### config.mk
export PLATFORM = sky130hd
export DESIGN_NAME = upcount_ctrl
export DESIGN_NICKNAME = d
export VERILOG_FILES = /design/src/rtl/upcount_ctrl.sv
export SDC_FILE = /design/constraint.sdc
export NUM_CORES = 1
export LEC_CHECK = 0
export BUFFER_PORTS_ARGS = -buffer_cell sky130_fd_sc_hd__clkbuf_2
export CAP_MARGIN = 25
export CORE_ASPECT_RATIO = 1.25
export CORE_UTILIZATION = 53
export CTS_CLUSTER_DIAMETER = 100
export CTS_CLUSTER_SIZE = 8
export DETAILED_ROUTE_END_ITERATION = 6
export PLACE_DENSITY = 0.85
export REMOVE_ABC_BUFFERS = 1
export SETUP_SLACK_MARGIN = 0.1
export SLEW_MARGIN = 0
export SYNTH_ARGS = -nofsm -noshare
export SYNTH_HDL_FRONTEND = slang
export SYNTH_SLANG_ARGS = --single-unit
### constraint.sdc
create_clock -name clk_i -period 2.35 [get_ports clk_i]
set_input_delay 0.235 -clock clk_i [delete_from_list [all_inputs] [get_ports clk_i]]
set_output_delay 0.235 -clock clk_i [all_outputs]
set_load 0.05 [all_outputs]
### src/rtl/upcount_ctrl.sv
// upcount_ctrl
// Sequencing controller for a CW-bit loadable up-counter (upcount). It drives
// the counter's load value (R), load strobe (L) and count enable (E). It also
// watches the counter output Q, so a run stops exactly at a programmed limit.
//
// A run starts with a Start command in IDLE. The block loads the captured
// Init value for one cycle (LOAD), then counts (RUN) until Q equals the
// captured Limit. At that point it either returns to IDLE or reloads and
// repeats, depending on the captured Auto flag. Stop aborts a run at any time.
//
// Ports:
//   clk_i      rising-edge clock, shared with the counter
//   rst_i      asynchronous active-high reset
//   start_i    begin a run (honoured only in IDLE, and only without stop_i)
//   stop_i     synchronous abort, honoured in any state
//   auto_i     1 = reload and repeat at the limit, 0 = single period
//   init_i     counter start value, captured with start_i
//   limit_i    terminal counter value, captured with start_i
//   q_i        counter output fed back from upcount
//   r_o        load value to upcount (the captured Init)
//   l_o        load strobe to upcount
//   e_o        count enable to upcount (combinational on state and q_i)
//   busy_o     registered, high whenever the controller is not IDLE
//   done_o     registered one-cycle pulse after each completed period
//   periods_o  completed periods since the last accepted start, saturating

module upcount_ctrl #(
  parameter int CW = 4,
  parameter int PW = 8
) (
  input  logic          clk_i,
  input  logic          rst_i,
  input  logic          start_i,
  input  logic          stop_i,
  input  logic          auto_i,
  input  logic [CW-1:0] init_i,
  input  logic [CW-1:0] limit_i,
  input  logic [CW-1:0] q_i,
  output logic [CW-1:0] r_o,
  output logic          l_o,
  output logic          e_o,
  output logic          busy_o,
  output logic          done_o,
  output logic [PW-1:0] periods_o
);

  typedef enum logic [1:0] {
    IDLE = 2'd0,
    LOAD = 2'd1,
    RUN  = 2'd2
  } state_t;

  state_t        state_q,   state_d;
  logic [CW-1:0] init_q,    init_d;
  logic [CW-1:0] limit_q,   limit_d;
  logic          auto_q,    auto_d;
  logic [PW-1:0] periods_q, periods_d;
  logic          done_q,    done_d;
  logic          busy_q,    busy_d;
  logic          load_q,    load_d;

  logic          atLimit;
  logic          periodsFull;

  assign atLimit     = (q_i == limit_q);
  assign periodsFull = (periods_q == {PW{1'b1}});

  // State and captured-configuration registers. Busy and the load strobe are
  // registered copies of the next-state decode, so neither glitches.
  always_ff @(posedge clk_i or posedge rst_i) begin
    if (rst_i) begin
      state_q   <= IDLE;
      init_q    <= '0;
      limit_q   <= '0;
      auto_q    <= 1'b0;
      periods_q <= '0;
      done_q    <= 1'b0;
      busy_q    <= 1'b0;
      load_q    <= 1'b0;
    end else begin
      state_q   <= state_d;
      init_q    <= init_d;
      limit_q   <= limit_d;
      auto_q    <= auto_d;
      periods_q <= periods_d;
      done_q    <= done_d;
      busy_q    <= busy_d;
      load_q    <= load_d;
    end
  end

  // Next-state logic. Stop is tested before the terminal condition, so an
  // aborted period never reports Done or bumps the period count.
  always_comb begin
    state_d   = state_q;
    init_d    = init_q;
    limit_d   = limit_q;
    auto_d    = auto_q;
    periods_d = periods_q;
    done_d    = 1'b0;

    unique case (state_q)
      IDLE: begin
        if (start_i && !stop_i) begin
          init_d    = init_i;
          limit_d   = limit_i;
          auto_d    = auto_i;
          periods_d = '0;
          state_d   = LOAD;
        end
      end

      LOAD: begin
        if (stop_i) begin
          state_d = IDLE;
        end else begin
          state_d = RUN;
        end
      end

      RUN: begin
        if (stop_i) begin
          state_d = IDLE;
        end else if (atLimit) begin
          if (!periodsFull) begin
            periods_d = periods_q + {{(PW-1){1'b0}}, 1'b1};
          end
          done_d  = 1'b1;
          state_d = auto_q ? LOAD : IDLE;
        end
      end

      default: begin
        state_d = IDLE;
      end
    endcase

    busy_d = (state_d != IDLE);
    load_d = (state_d == LOAD);
  end

  // The enable drops in the same cycle Q reaches the limit, so the counter
  // parks on the limit and never overshoots it.
  assign e_o       = (state_q == RUN) && !atLimit;
  assign l_o       = load_q;
  assign r_o       = init_q;
  assign busy_o    = busy_q;
  assign done_o    = done_q;
  assign periods_o = periods_q;

endmodule

---- After elaboration in Yosys (flattened, before gate mapping) ----
Index checks and enable logic that the tools add are counted.
word-level totals
  register bits after elaboration ......... 22
  input bits .............................. 17
  output and inout port bits .............. 16
  word-level logic and storage cells ...... 41
operators by class
  add/sub/neg operators ................... 1
  equality and inequality tests ........... 9
  mux-type cells .......................... 14
  reductions and logical operators ........ 9
operators with widths
  kind                                                             count
  8-bit two-way mux                                                4
  8-bit case mux with 2 select lines                               1
  8-bit by 1-bit adder with 8-bit output, second input constant    1
  8-bit == test, second input constant                             1
  2-bit two-way mux                                                4
  2-bit != test, second input constant                             4
  2-bit case mux with 3 select lines                               1
  5-bit AND reduction                                              1
  2-bit by 1-bit == test with 1-bit output, second input constant  2
  4-bit == test                                                    1
  1-bit two-way mux                                                4
  2-bit nonzero test                                               2
  2-bit == test, second input constant                             1
  1-bit logical AND                                                2
  1-bit zero test                                                  2
  2-bit zero test                                                  1
  2-bit AND reduction                                              1

---- Logic depth before layout (Yosys ltp) ----
Gate-level depths: netlist of the first run.
  depth after elaboration ................. 5
  mapped depth ............................ 6
  mapped depth without buffers ............ 6

---- Worst setup path before layout of the first run ----
OpenSTA, ideal clock, no wires.
  kind .................................... register -> register
  from .................................... register state_q[0]
  to ...................................... register periods_q[0] (netlist: periods_o[0])
  setup time .............................. 0.080 ns
  arrival time ............................ 1.679 ns
  required time ........................... 2.270 ns
  setup slack ............................. 0.590 ns
  stages on the path, launching flop included .. 5
  path buffers ............................ 0
  period minus slack after synthesis ...... 1.760 ns
  cells stage by stage .................... dfrtp_1 > or2b_1 > nor2_1 > o21ai_1 > o21ai_1
between the ends
  longest elaborated chain between the ends .. 3
  elaborated cells on any way between the ends .. 9
  classes of those cells .................. eq/ne (5); mux (1); reduce/logical (3)
RTL lines
  element                                                                      line  RTL
  start: declaration                                                           53    state_t state_q, state_d;
  start signal: assignment                                                     81    state_q <= state_d;
  2-bit == test / 2-bit zero test (equally long branches)                      102   unique case (state_q)
  2-bit != test (no source line) / 2-bit nonzero test (equally long branches)  n/a
  5-bit AND reduction (no source line)                                         n/a
  end signal: assignment                                                       85    periods_q <= periods_d;
  end: declaration                                                             57    logic [PW-1:0] periods_q, periods_d;
Parallel ways exist; a longest one is shown, timed or not.
A chain may end at the register's enable or synchronous reset.

---- Final worst setup path of the first run ----
  from .................................... register state_q[0]
  to ...................................... output e_o
between the ends
  longest elaborated chain between the ends .. 2
RTL lines
  element            line  RTL
  2-bit == test      144   assign e_o = (state_q == RUN) && !atLimit;
  1-bit logical AND  144
  end: declaration   41    output logic e_o,
No other way between the ends.

==> key figures, run 1 <==
CTS
  • Root Driver: clkbuf_4
  • Post_cts resized: 0
  • Clock Tree Buf Depth: 2
  • CTS tree: done
  • CTS sink cnt: 22
  • Setup bufs post-CTS: 0
  • # hold bufs at CTS: 0
  • Clock Latency Late Sink: 0.32 ns
  • CTS Buf Count: 3
  • CTS H-Tree Depth: 1
  • Clock transition at path regs: 0.12 ns

Global routing
  • Maximum number of pins on one net before global-route repair: 23
  • GRT overflow: 0
  • Via count of the first global-routing pass: 871
  • All-Layer GR Usage: 20.9%
  • First-pass GRT wire length: 3.45 mm
  • Initial antenna violation count: 0

Yosys
  • Mapped cell area: 1080 um2
  • Mux share of post-synthesis cell area: 8.35%
  • Synthesized area per cell: 11.5 um2
  • Seq/Total Area, Yosys: 51.0%
  • Mapped Cells: 94
  • Post-Synth Adder-Cell Area: 1.16%
  • Post-synthesis sequential element count: 22
  • Largest area contributor in the netlist: dfrtp_1
  • Compound-Gate Fraction of Synth Area: 16.2%
  • Synth Area in Simple Gates: 16.0%
  • Largest family of logic cells by synthesized area: compound AO/OA/AOI/OAI gates
  • Synth Area in XOR/XNOR: 3.25%
  • Area fraction of the dominant cell type after synthesis: 51.0%
  • Dominant cells by area after synthesis: dfrtp_1 (51%), mux2_2 (8.4%), o21ai_1 (5.1%)
  • Synth Warn #: 0
  • Synth unique cells: 29

Cells and area
  • Final net count: 147
  • Share of cells above drive strength 1: 39.1%
  • Sequential cell area: 551 um2
  • Post-layout util: 70.1%
  • Area of the multi-input gates: 485 um2
  • Ant. Diodes: 0
  • Fillers: 147
  • Commonest non-fill, non-tap cell in the layout: clkbuf_2
  • Most frequent cells in the layout: clkbuf_2 (32), dfrtp_1 (22), o21ai_1 (11)
  • Synthesis-to-finish area growth: 18.9%

Pwr
  • Leak Pwr: 0.000646 uW
  • Pwr dens: 700 nW/um2
  • Clock power frac: 23.8%
  • Net load switching power: 302 uW
  • Comb pwr share: 26.4%
  • Switching Fraction: 33.7%
  • Worst IR Drop VDD: 535 uV
  • Int Pwr: 595 uW
  • Seq pwr share: 49.9%

Placed design
  • Place WS: 0.673 ns
  • Dpl hpwl: 1.55 mm
  • RD Place Congestion: 0.778
  • Port-buffer cells: 32

Worst setup path
  • Startpoint types: flip-flop
  • Crit-path max FO: 7
  • CP max stage cell: dfrtp_1
  • Delay-heaviest family, CP: simple AND/OR/NAND/NOR gates
  • Worst Path Required: 2.12 ns
  • Worst path bufs/invs: 1
  • Biggest cell delay along the critical path: 0.47 ns
  • Worst EP arrival: 1.77 ns
  • RR Startpoint: state_q[0]
  • Reg2Reg Depth: 5
  • Worst R2R End: periods_o[7]
  • Reg2Reg Setup Slack: 0.64 ns
  • Crit-path cells: or2b_1 -> nor2_1 -> clkbuf_2
  • Setup crit end kind: output pin
  • Crit path kind: reg2out

STA
  • Endpoints failing setup: 0
  • Worst Slack Setup Final: 0.341 ns
  • Slew Limit Fails: 0
  • F_max: 0.498 GHz
  • Min Clock Period, post-route: 2.01 ns
  • Setup TNS: 0 ns
  • Worst slew pin tran: 0.829 ns
  • RSZ-0062 raised after global routing: false
  • Hold Fails Final Rpt: 0
  • Period utilization: 85.5%
  • Worst Skew: 0.00781 ns
  • Worst slew margin: 44.6%

Floorplan
  • Cell row count: 17
  • Die Ht: 52.4 um
  • Core area: 1830 um2
  • Die ar.: 2220 um2
  • Initial Util: 59.0%
  • Die W: 42.4 um
  • Io pins: 33

Drt
  • # DRC: 0
  • First-pass DRT Iterations: 4
  • Drt wl/cell: 14.3 um
  • Drt via density: 6.02
  • Final Routed Wirelength: 2.10 mm
  • Final ANT Viol Nets: 0
  • 1st-iter DRT viols: 24
  • Total number of vias: 885

Run
  • Max-cap violations: 0

Worst hold path
  • Worst Hold Class: in2async

Outcome
  • Status: completed
-- worst register-to-register path: stages, from the launching register on --
cell and delay [ns]:
dfrtp_1 0.47, or3b_1 0.53, a31oi_4 0.26, nor2_4 0.09
o21ai_1 0.17, o31ai_1 0.10
-- power groups by stage --
stage	clock, uW	sequential (uW)	combinational (uW)
after floorplan	0	520	109
after global placement	0	452	232
after detailed placement	0	456	238
after CTS	219	448	238
after global routing	225	453	251
final	213	448	237
-- how the worst max path moves through the flow --
stage / end / from / depth (start not counted) / slack (ns)
after global routing: e_o / state_q[0] / 3 / 0.28
after detailed placement: r_o[0] / state_q[0] / 3 / 0.67
after global placement: r_o[3] / state_q[1] / 3 / 0.70
after CTS: e_o / state_q[0] / 3 / 0.35
final: e_o / state_q[0] / 3 / 0.34
after floorplan: periods_o[0] / limit_q[2] / 5 / 0.42
-- per-stage QoR --
step                      area [um2]  hold WS (ns)  power [uW]  instances
after CTS                       1280        0.0636         906        147
after global placement          1250         0.395         684        143
after detailed placement        1250         0.417         693        143
final                           1280        0.0391         898        147
after global routing            1280         0.124         929        147
after floorplan                 1050         0.224         629         90
-- cells by family after synthesis --
kind of cell | after synthesis
AND/OR/NAND/NOR | 25
multiplexers | 8
AO/OA/AOI/OAI | 27
flip-flops | 22
XOR/XNOR | 4
adder cells (fa/ha/maj) | 1
buffers and inverters | 7
-- sequential cells by signal, indices dropped and copies added (netlist names) --
signal,cells
auto_q,1
periods_o,8
busy_o,1
state_q,2
limit_q,4
r_o,4
l_o,1
done_o,1
-- synthesized netlist by cell type, drive strengths merged --
cell / number
dfrtp: 22
o21ai: 12
mux2: 8
a21oi: 5
nand2: 5
nor2: 4
o31ai: 4
xor2: 4
and3: 3
buf: 3
inv: 3
nand3: 3
a21o: 2
a31oi: 2
a41oi: 2
nand4: 2
nor3: 2
and2: 1
and2b: 1
clkbuf: 1
ha: 1
nor4: 1
nor4b: 1
or2b: 1
or3b: 1
-- routing by layer --
layer / up-vias / share of wire [%] / global-route usage (%) / wire [um]
met5: - / 0 / 0 / 0
met4: 0 / 2.8 / 15.6 / 59
met3: 7 / 4.5 / 3.79 / 94
met2: 34 / 51 / 35.1 / 1070
met1: 434 / 42 / 23.5 / 875
li1: 410 / - / - / -
-- final cells by class --
type / count / area share, %
Multi-Input combinational cell: 65 / 37.9
Sequential cell: 22 / 42.9
Timing Repair Buffer: 34 / 13.7
Inverter: 3 / 0.878
Tap cell: 19 / 1.85
Clock buffer: 4 / 2.83
Note: power is estimated with default switching activity, not from simulation.
==> run 2, diff against run 1 <==
--- a/config.mk
+++ b/config.mk
@@ -5,15 +5,15 @@
 export SDC_FILE = /design/constraint.sdc
 export NUM_CORES = 1
 export LEC_CHECK = 0
+export ABC_AREA = 1
 export BUFFER_PORTS_ARGS = -buffer_cell sky130_fd_sc_hd__clkbuf_2
 export CAP_MARGIN = 25
 export CORE_ASPECT_RATIO = 1.25
-export CORE_UTILIZATION = 53
+export CORE_UTILIZATION = 54
 export CTS_CLUSTER_DIAMETER = 100
 export CTS_CLUSTER_SIZE = 8
 export DETAILED_ROUTE_END_ITERATION = 6
 export PLACE_DENSITY = 0.85
-export REMOVE_ABC_BUFFERS = 1
 export SETUP_SLACK_MARGIN = 0.1
 export SLEW_MARGIN = 0
 export SYNTH_ARGS = -nofsm -noshare
==> run 2 against run 1 <==
Effect of this change:
- the run now ends with DRC left
- first-iteration DRC count fell by 29%
- critical path depth increased by 3
- flip-flop and latch count is the same
- clock power fell by 2%
- synthesized cell count is 67% higher
- die area rose by 6.8%
- sequential power down 1%
- final cell count increased by 44%
- non-clock buffer count shrank 2
- synthesized area grew 9.2%
- core utilization down 1.3 points
==> key figures, run 2 <==
Worst setup path
  • Crit-path max FO: 11 (was 7)
  • Worst Path Required: 2.12 ns (about the same)
  • Reg2Reg Setup Slack: 0.90 ns (was 0.64 ns)
  • Critical Path Sink: e_o (unchanged)
  • RR Startpoint: periods_o[0] (was state_q[0])
  • Worst EP arrival: 1.56 ns (was 1.77 ns)
  • Crit path kind: reg2out (unchanged)
  • Reg2Reg Depth: 9 (was 5)
  • CP startpoint: state_q[0] (unchanged)
  • Setup crit end kind: output pin (unchanged)
  • Worst R2R End: periods_o[6] (was periods_o[7])
  • Startpoint types: flip-flop (unchanged)

Drt
  • 1st-iter DRT viols: 17 (was 24)
  • Final ANT Viol Nets: 0 (unchanged)
  • # DRC: 2 (was 0)
  • Final Routed Wirelength: 2.18 mm (was 2.10 mm)
  • Drt wl/cell: 10.3 um (was 14.3 um)
  • First-pass DRT Iterations: 6 (was 4)
  • Met1 wire length: 929 um (was 875 um)
  • Drt via density: 4.91 (was 6.02)
  • Met2 wire length: 1.16 mm (was 1.07 mm)
  • Total number of vias: 1035 (was 885)
  • Max layer used: met4 (unchanged)
  • WL met3: 85 um (was 94 um)

Yosys
  • Dominant cells by area after synthesis: dfrtp_1 (47%), nand2_1 (20%), inv_1 (7.7%) (was dfrtp_1 (51%), mux2_2 (8.4%), o21ai_1 (5.1%))
  • Largest area contributor in the netlist: dfrtp_1 (unchanged)
  • Seq/Total Area, Yosys: 46.8% (was 51.0%)
  • Mapped Cells: 157 (was 94)
  • Count leader, synth: nand2_1 (was dfrtp_1)
  • Ys async rst share: 100% (unchanged)
  • Post-synth EDFFs: 0 (unchanged)
  • Syn Nets: 175
  • Mapped cell area: 1180 um2 (was 1080 um2)
  • Synth unique cells: 19 (was 29)
  • Top cells by instance count after synthesis: nand2_1 (63), inv_1 (24), dfrtp_1 (22) (was dfrtp_1 (22), o21ai_1 (11), mux2_2 (8))
  • Area fraction of the dominant cell type after synthesis: 46.8% (was 51.0%)
  • Post-synthesis sequential element count: 22 (unchanged)
  • Main flop type after synthesis: dfrtp_1 (unchanged)
  • Synthesized area per cell: 7.50 um2 (was 11.5 um2)
  • Synth Warn #: 0 (unchanged)

Cells and area
  • Max reg flops: 8 (unchanged)
  • Ant. Diodes: 0 (unchanged)
  • Most frequent cells in the layout: nand2_1 (63), clkbuf_2 (32), inv_1 (24) (was clkbuf_2 (32), dfrtp_1 (22), o21ai_1 (11))
  • Sequential cell area: 551 um2 (unchanged)
  • Area of the multi-input gates: 514 um2 (was 485 um2)
  • Final net count: 210 (was 147)
  • Final instance area: 1380 um2 (was 1280 um2)
  • Fillers: 182 (was 147)
  • Commonest non-fill, non-tap cell in the layout: nand2_1 (was clkbuf_2)
  • Synthesis-to-finish area growth: 17.2% (was 18.9%)
  • Share of cells above drive strength 1: 24.6% (was 39.1%)

STA
  • Slew Limit Fails: 0 (unchanged)
  • Setup TNS: 0 ns (unchanged)
  • Worst slew margin: 46.8% (was 44.6%)
  • Min Clock Period, post-route: 1.80 ns (was 2.01 ns)
  • RSZ-0062 raised after global routing: false (unchanged)
  • Worst slew pin tran: 0.796 ns (was 0.829 ns)
  • WHS: 0.0396 ns (was 0.0391 ns)
  • Period utilization: 76.4% (was 85.5%)
  • Worst Slack Setup Final: 0.554 ns (was 0.341 ns)
  • Hold Fails Final Rpt: 0 (unchanged)
  • Worst Skew: 0.00142 ns (was 0.00781 ns)
  • Endpoints failing setup: 0 (unchanged)
  • F_max: 0.557 GHz (was 0.498 GHz)

CTS
  • CTS tree: done (unchanged)
  • CTS Buf Count: 3 (unchanged)
  • CTS sink cnt: 22 (unchanged)
  • Clock transition at path regs: 0.12 ns (about the same)
  • Clock Latency Late Sink: 0.30 ns (was 0.32 ns)
  • Clock Tree Buf Depth: 2 (unchanged)
  • Root Driver: clkbuf_4 (unchanged)
  • Post_cts resized: 0 (unchanged)
  • CTS H-Tree Depth: 1 (unchanged)
  • Setup bufs post-CTS: 0 (unchanged)
  • # hold bufs at CTS: 0 (unchanged)

Run
  • Max-cap violations: 0 (unchanged)

Pwr
  • Worst IR Drop VDD: 558 uV (was 535 uV)
  • Leak Pwr: 0.000825 uW (was 0.000646 uW)
  • Pwr dens: 637 nW/um2 (was 700 nW/um2)

Global routing
  • GRT overflow: 0 (unchanged)
  • Maximum number of pins on one net before global-route repair: 23 (unchanged)
  • All-Layer GR Usage: 21.7% (was 20.9%)
  • Initial antenna violation count: 0 (unchanged)
  • First-pass GRT wire length: 3.82 mm (was 3.45 mm)
  • Via count of the first global-routing pass: 972 (was 871)

Floorplan
  • Die ar.: 2370 um2 (was 2220 um2)
  • Die W: 43.8 um (was 42.4 um)
  • Initial Util: 58.7% (was 59.0%)
  • Die Ht: 54.2 um (was 52.4 um)
  • Io pins: 33 (unchanged)
  • Cell row count: 18 (was 17)
  • Core area: 2000 um2 (was 1830 um2)

Placed design
  • Port-buffer cells: 32 (unchanged)
  • Place WS: 0.891 ns (was 0.673 ns)
  • RD Place Congestion: 0.873 (was 0.778)
  • Dpl hpwl: 1.75 mm (was 1.55 mm)
  • Post-DP Area: 1340 um2 (was 1250 um2)

Worst hold path
  • Worst Hold Class: in2async (unchanged)

Outcome
  • Failing checks: DRC
  • Status: complete, but fails checks (was completed)
[run 2: cell types whose count changed in the layout (fill, tap and decap cells not counted), moves of 5 or more]
cell,change
nor2_1,+8
nand2_1,+58
mux2_2,-8
o21ai_1,-11
nand3_1,+9
nand2_2,+5
inv_1,+21
[run 2: worst min path at each step]
stage	end	slack, ns	depth (start not counted)
2_1_floorplan	auto_q	0.22	1
3_3_place_gp	periods_o[1]	0.39	2
3_5_place_dp	periods_o[1]	0.41	2
4_1_cts	done_o	0.07	2
5_1_grt	periods_o[1]	0.12	2
6_report	done_o	0.04	2
[run 2: cells by family (layout without fill, tap and decap cells)]
kind of cell | after synthesis | after routing | share of synthesized area, %
simple gates | 99 | 99 | 38.8
compound gates | 8 | 8 | 3.82
flops | 22 | 22 | 46.8
fa+ha+maj | 1 | 1 | 1.06
buf+inv | 27 | 61 | 9.56
[run 2: critical path, cell delays in order, from the launching register on]
cell and delay (ns):
dfrtp_1 0.43, inv_2 0.09, nand2_2 0.11, inv_1 0.11
nand2_2 0.16, inv_1 0.09, clkbuf_2 0.27
[run 2: through the flow]
stage	util [%]	total power [uW]	std cells
2_1_floorplan	-	623	157
3_3_place_gp	67.0	670	207
3_5_place_dp	67.0	681	207
4_1_cts	68.9	882	211
5_1_grt	68.9	923	211
6_report	68.9	879	211
[run 2: layout make-up]
| cell class | instances | share of cell area [%] |
|---|---|---|
| inverters | 25 | 6.80 |
| clock buffers | 4 | 2.63 |
| well taps | 20 | 1.81 |
| repair buffers | 32 | 11.6 |
| flip-flops and latches | 22 | 39.9 |
| multi-input cells | 108 | 37.3 |
[run 2: power breakdown]
group,internal (uW),switching [uW]
sequential,419,22.7
clock,94.5,113
combinational,59.2,171
total,573,306
[run 2: layer usage]
| layer | GRT usage, % | vias to the layer above |
|---|---|---|
| met5 | 0 | - |
| met4 | 8.33 | 0 |
| met3 | 3.69 | 2 |
| met2 | 41.0 | 28 |
| met1 | 23.9 | 462 |
| li1 | - | 543 |
